<file path="config.mk">
export PLATFORM = sky130hd
export DESIGN_NAME = tile_line_sequencer
export DESIGN_NICKNAME = d
export VERILOG_FILES = /design/src/rtl/tile_line_sequencer.sv
export SDC_FILE = /design/constraint.sdc
export NUM_CORES = 1
export LEC_CHECK = 0
export BUFFER_PORTS_ARGS = -buffer_cell sky130_fd_sc_hd__buf_2
export CAP_MARGIN = 20
export CELL_PAD_IN_SITES_DETAIL_PLACEMENT = 0
export CELL_PAD_IN_SITES_GLOBAL_PLACEMENT = 1
export CORE_AREA = 10 10 96 98
export DETAILED_ROUTE_END_ITERATION = 8
export DIE_AREA = 0 0 106 108
export PLACE_DENSITY = 0.79
export SLEW_MARGIN = 20
export SYNTH_ARGS = -nofsm -noshare
export SYNTH_HDL_FRONTEND = slang
export SYNTH_SLANG_ARGS = --single-unit
</file>
<file path="constraint.sdc">
create_clock -name clk_draw -period 1.5 [get_ports clk_draw]
set_input_delay 0.225 -clock clk_draw [delete_from_list [all_inputs] [get_ports clk_draw]]
set_output_delay 0.225 -clock clk_draw [all_outputs]
set_load 0.005 [all_outputs]
</file>
<file path="src/rtl/tile_line_sequencer.sv">
// Purpose: per-scanline fetch controller; issues 2*TILES_PER_LINE half-tile reads, formats the returned words and tracks lb_x.
// Latency: address for read k in cycle 1+k after line_start, beat in cycle 2+k+BRAM_LAT, done in cycle N+BRAM_LAT+2.
// Backpressure: none; one read per cycle, a new line_start aborts the current line and flushes in-flight beats.
// Ports: clk_draw/rst_draw_n clock and async active-low reset; enable/line_start/line_y/scroll_x line request;
//        tile_y/tile_row/tile_x/tile_col BRAM address, tile_data BRAM read data;
//        tile_pixels/tile_valid_mask/lb_x/lb_clear to the quadrupler; busy/done line status.
module tile_line_sequencer #(
    parameter int TILES_PER_LINE = 32,
    parameter int BRAM_LAT       = 1,
    parameter int PIX_STEP       = 16,
    parameter int CORDW          = 11
) (
    input  logic             clk_draw,
    input  logic             rst_draw_n,
    input  logic             enable,
    input  logic             line_start,
    input  logic [9:0]       line_y,
    input  logic [CORDW-1:0] scroll_x,
    output logic [4:0]       tile_y,
    output logic [2:0]       tile_row,
    output logic [4:0]       tile_x,
    output logic             tile_col,
    input  logic [15:0]      tile_data,
    output logic [31:0]      tile_pixels,
    output logic [3:0]       tile_valid_mask,
    output logic [CORDW-1:0] lb_x,
    output logic             lb_clear,
    output logic             busy,
    output logic             done
);

    localparam logic [5:0] LAST_IDX = 6'(2 * TILES_PER_LINE - 1);

    typedef enum logic [1:0] {IDLE, FETCH, DRAIN, DONE} state_t;

    state_t               state, state_nxt;
    logic [5:0]           read_idx, read_idx_nxt;
    logic                 issue, issue_nxt;        // current address output is a live read
    logic [BRAM_LAT-1:0]  vld_pipe, vld_pipe_nxt;  // bit BRAM_LAT-1 set => tile_data valid now
    logic [4:0]           tile_y_nxt;
    logic [2:0]           tile_row_nxt;
    logic [31:0]          tile_pixels_nxt;
    logic [3:0]           tile_valid_mask_nxt;
    logic [CORDW-1:0]     lb_x_nxt;
    logic                 lb_clear_nxt, busy_nxt, done_nxt;
    logic                 start, abort, beat;

    // Pixel rows within a tile are 4 scanlines tall; the low line bits do not address the BRAM.
    logic line_y_unused;
    assign line_y_unused = ^line_y[1:0];

    assign tile_x   = read_idx[5:1];
    assign tile_col = read_idx[0];
    assign beat     = vld_pipe[BRAM_LAT-1];

    always_comb begin
        state_nxt           = state;
        read_idx_nxt        = read_idx;
        issue_nxt           = 1'b0;
        vld_pipe_nxt[0]     = issue;
        for (int i = 1; i < BRAM_LAT; i++) begin
            vld_pipe_nxt[i] = vld_pipe[i-1];
        end
        tile_y_nxt          = tile_y;
        tile_row_nxt        = tile_row;
        tile_pixels_nxt     = beat ? {4'h0, tile_data[15:12], 4'h0, tile_data[11:8],
                                      4'h0, tile_data[7:4],   4'h0, tile_data[3:0]} : 32'h0;
        tile_valid_mask_nxt = {4{beat}};
        // lb_x moves on after the beat it labelled has been presented
        lb_x_nxt            = (tile_valid_mask != 4'h0) ? lb_x + CORDW'(PIX_STEP) : lb_x;
        lb_clear_nxt        = 1'b0;
        start               = 1'b0;
        abort               = 1'b0;

        case (state)
            IDLE: begin
                start = line_start && enable;
            end
            FETCH: begin
                if (read_idx == LAST_IDX) begin
                    state_nxt = DRAIN;  // address outputs hold the last read
                end else begin
                    read_idx_nxt = read_idx + 6'd1;
                    issue_nxt    = 1'b1;
                end
                start = line_start && enable;
                abort = line_start && !enable;
            end
            DRAIN: begin
                if (vld_pipe == '0) begin
                    state_nxt = DONE;
                end
                start = line_start && enable;
                abort = line_start && !enable;
            end
            DONE: begin
                state_nxt = IDLE;
                start     = line_start && enable;
            end
            default: state_nxt = IDLE;
        endcase

        // Any line_start in flight kills every outstanding read of the old line,
        // including the beat that would have been registered this cycle.
        if (start || abort) begin
            vld_pipe_nxt        = '0;
            tile_pixels_nxt     = 32'h0;
            tile_valid_mask_nxt = 4'h0;
        end

        if (start) begin
            state_nxt    = FETCH;
            read_idx_nxt = 6'd0;
            issue_nxt    = 1'b1;
            tile_y_nxt   = line_y[9:5];
            tile_row_nxt = line_y[4:2];
            lb_x_nxt     = scroll_x;
            lb_clear_nxt = 1'b1;
        end else if (abort) begin
            state_nxt = IDLE;
            issue_nxt = 1'b0;
        end

        busy_nxt = (state_nxt == FETCH) || (state_nxt == DRAIN);
        done_nxt = (state_nxt == DONE);
    end

    always_ff @(posedge clk_draw or negedge rst_draw_n) begin
        if (!rst_draw_n) begin
            state           <= IDLE;
            read_idx        <= 6'd0;
            issue           <= 1'b0;
            vld_pipe        <= '0;
            tile_y          <= 5'd0;
            tile_row        <= 3'd0;
            tile_pixels     <= 32'h0;
            tile_valid_mask <= 4'h0;
            lb_x            <= '0;
            lb_clear        <= 1'b0;
            busy            <= 1'b0;
            done            <= 1'b0;
        end else begin
            state           <= state_nxt;
            read_idx        <= read_idx_nxt;
            issue           <= issue_nxt;
            vld_pipe        <= vld_pipe_nxt;
            tile_y          <= tile_y_nxt;
            tile_row        <= tile_row_nxt;
            tile_pixels     <= tile_pixels_nxt;
            tile_valid_mask <= tile_valid_mask_nxt;
            lb_x            <= lb_x_nxt;
            lb_clear        <= lb_clear_nxt;
            busy            <= busy_nxt;
            done            <= done_nxt;
        end
    end

endmodule

</file>
==> results.sh <==
export IMPL_drt_iter0_drc=40
export IMPL_slowest_delay_ns=0.40
export IMPL_fin_skew_ns=0.00635
export IMPL_violations="negative setup slack"
export IMPL_chipHeight_um=108
export IMPL_antenna_found_initial=0
export IMPL_wl_per_cell_um=13.8
export IMPL_netSwitchingPower_mw=1.20
export IMPL_layout_nets=357
export IMPL_timing_final_hold_violations=0
export IMPL_synth_area_leaders="dfrtp_1, nand2_1, buf_4, and3_1, ha_1"
export IMPL_crit_chain="inv_2 -> ha_4 -> nand2_4 -> a31oi_1 -> nand3_1 -> ha_1"
export IMPL_ys_ff_latch=49
export IMPL_ant_nets=0
export IMPL_netlist_instances=206
export IMPL_path_class="reg2reg"
export IMPL_finalWirelength_um=5700
export IMPL_cts_root_buf="clkbuf_8"
export IMPL_port_buffers=86
export IMPL_clock_latency_ns=0.29
export IMPL_drive_gt1_frac=0.392
export IMPL_synth_common_cells="dfrtp_1, nand2_1, buf_4, and3_1, o21ai_0"
export IMPL_maxCapViolCount=0
export IMPL_worstSetupEndpointType="flip-flop"
export IMPL_syn_area_um2=2160
export IMPL_peakVddDrop_mv=0.557
export IMPL_grt_pass1_wl_um=8950
export IMPL_synth_top_cell_area_share=0.568
export IMPL_max_freq_ghz=0.666
export IMPL_globalRoute_totalOverflow=0
export IMPL_cp_data_arrival_time_ns=1.68
export IMPL_rows=32
export IMPL_p_comb_frac=0.340
export IMPL_rsz0062_at_grt="true"
export IMPL_gp_congestion=0.769
export IMPL_worst_endpoint_required_ns=1.68
export IMPL_p_sw_frac=0.320
export IMPL_hold_class="in2reg"
export IMPL_crit_path_start_kind="flip-flop"
export IMPL_start_util=0.290
export IMPL_synth_cell_type_count=35
export IMPL_grt_total_usage=0.0961
export IMPL_cts_inserted_buffers=5
export IMPL_htreeDepth=2
export IMPL_hpwl_um=4380
export IMPL_grt_pass1_vias=1812
export IMPL_cts_tree="yes"
export IMPL_p_per_area_nw_per_um2=1300
export IMPL_drc=0
export IMPL_cts_sinks=49
export IMPL_status="complete, but fails checks"
export IMPL_cpMaxStageDelayCell="dfrtp_1"
export IMPL_area_growth_pct=34.1
export IMPL_place_inst=399
export IMPL_ys_warnings_count=0
export IMPL_firstDrtPassIters=4
export IMPL_via_count=1736
export IMPL_pwr_share_clk=0.196
export IMPL_antenna_cells=0
export IMPL_dp_slack_ns=-0.0688
export IMPL_grt_start_max_net_pins=50
export IMPL_die_x_um=106
export IMPL_avgSynthCellArea_um2=10.5
export IMPL_fin_ws_ns=-0.00155
export IMPL_vias_per_cell=4.20
export IMPL_period_share=1.00
export IMPL_synthArstFlopShare=1.00
export IMPL_leakagePower_nw=1.59
export IMPL_pwr_share_seq=0.464
export IMPL_die_area_um2=11400
export IMPL_coreArea_um2=7450
export IMPL_finalMaxSlewViolations=0
export IMPL_ys_seq_area_frac=0.568
export IMPL_path_max_fanout=4
export IMPL_synth_edf_count=0
export IMPL_yosysTopAreaCell="dfrtp_1"
export IMPL_clkTransAtPathRegs_ns=0.09
export IMPL_final_cells=413
export IMPL_clockBufferDepth=2
export IMPL_ys_dominant_reg_cell="dfrtp_1"
export IMPL_setup_violations=1
export IMPL_power_internal_mw=2.56
export IMPL_io_pins=105
export IMPL_finalCriticalPeriod_ns=1.50
export IMPL_synth_most_common_cell="dfrtp_1"
[flip-flops by register name, summed over array words and instances (netlist names), 2 cells and up]
signal,flops
lb_x,11
tile_y,5
read_idx,6
tile_pixels,16
tile_row,3
state,2
[power by group through the flow]
stage | registers (mW) | clock network (mW) | logic [mW]
after floorplan | 1.82 | 0 | 0.622
after global placement | 1.77 | 0 | 1.21
after detailed placement | 1.78 | 0 | 1.23
after CTS | 1.75 | 0.788 | 1.28
after global routing | 1.79 | 0.851 | 1.46
final | 1.75 | 0.737 | 1.28
[path summary, 6_finish.rpt]
| path | from | endpoint | slack (ns) | depth (start not counted) |
|---|---|---|---|---|
| worst max register to register | state[0]$_DFF_PN0_ | busy$_DFF_PN0_ | -0.002 | 6 |
| worst max-delay path | state[0]$_DFF_PN0_ | busy$_DFF_PN0_ | -0.002 | 6 |
| max in group asynchronous | rst_draw_n | tile_pixels[3]$_DFF_PN0_ | 0.81 | 3 |
| min in group asynchronous | rst_draw_n | lb_x[8]$_DFFE_PN0N_ | 0.44 | 3 |
| worst min-delay path | scroll_x[0] | lb_x[0]$_DFFE_PN0P_ | 0.11 | 3 |
| worst min register to register | lb_x[1]$_DFFE_PN0P_ | lb_x[1]$_DFFE_PN0P_ | 0.47 | 2 |
[per-layer routing]
layer  GRT usage  share of wire
met4      0.0290         0.0060
met2       0.167           0.51
met5           0              0
met3      0.0416          0.082
met1       0.104           0.40
[worst max-delay path, delay by kind of cell, from the launching register on]
family	cells	cell delay [ns]
and+or+nand+nor	2	0.17
DFF	1	0.40
buffers and inverters	1	0.07
adders and majority gates	2	0.59
AOI/OAI and AO/OA	1	0.15
[stage by stage]
stage / setup TNS, ns / hold slack, ns / power, mW / utilization / instance area [µm²]
floorplan: -0.00809 / -0.0706 / 2.44 / - / 2230
global placement: -0.0428 / 0.235 / 2.97 / 0.368 / 2740
detailed placement: -0.0688 / 0.235 / 3.01 / 0.368 / 2740
CTS: -0.0164 / 0.0969 / 3.82 / 0.386 / 2870
global route: -0.0801 / 0.106 / 4.09 / 0.389 / 2890
finish: -0.00155 / 0.110 / 3.77 / 0.389 / 2890
[final cells by class]
class / count / area (µm²)
Clock buffer: 8 / 80.1
Multi-Input combinational cell: 143 / 835
Inverter: 3 / 11.3
Timing Repair Buffer: 108 / 614
Fill cell: 800 / 4550
Tap cell: 102 / 128
Sequential cell: 49 / 1230
[cell families after synthesis]
group,after synthesis,synth area share
DFF,49,0.568
muxes,2,0.00928
adders and majority gates,6,0.0348
and+or+nand+nor,89,0.205
AOI/OAI and AO/OA,26,0.0754
other,1,0.00174
buffers and inverters,29,0.0893
xor gates and xnor gates,4,0.0162
[layout by cell type, fill, tap and decap left out, types with 2 or more instances in the layout]
master,count
and4_1,2
inv_2,3
or3_1,2
xor2_1,3
dfrtp_1,49
nand2b_1,3
clkbuf_8,5
o21ai_0,10
ha_1,5
nand4_1,3
and3_1,17
buf_2,86
buf_4,19
a31oi_1,8
and2_1,3
mux2i_1,2
conb_1,16
nand2_1,45
nand3_1,6
nor2_1,3
clkbuf_1,3
[timing repair]
| item | CTS | global route |
|---|---|---|
| resized for setup | 2 | 3 |
| pin swaps | 5 | 5 |
| cloned | 0 | 0 |
| hold endpoints to repair | 49 | 0 |
| hold buffers | 1 | 0 |
| endpoints found under the setup margin | 1 | 2 |
| buffers inserted | 4 | 1 |
Note: power is estimated with default switching activity, not from simulation.
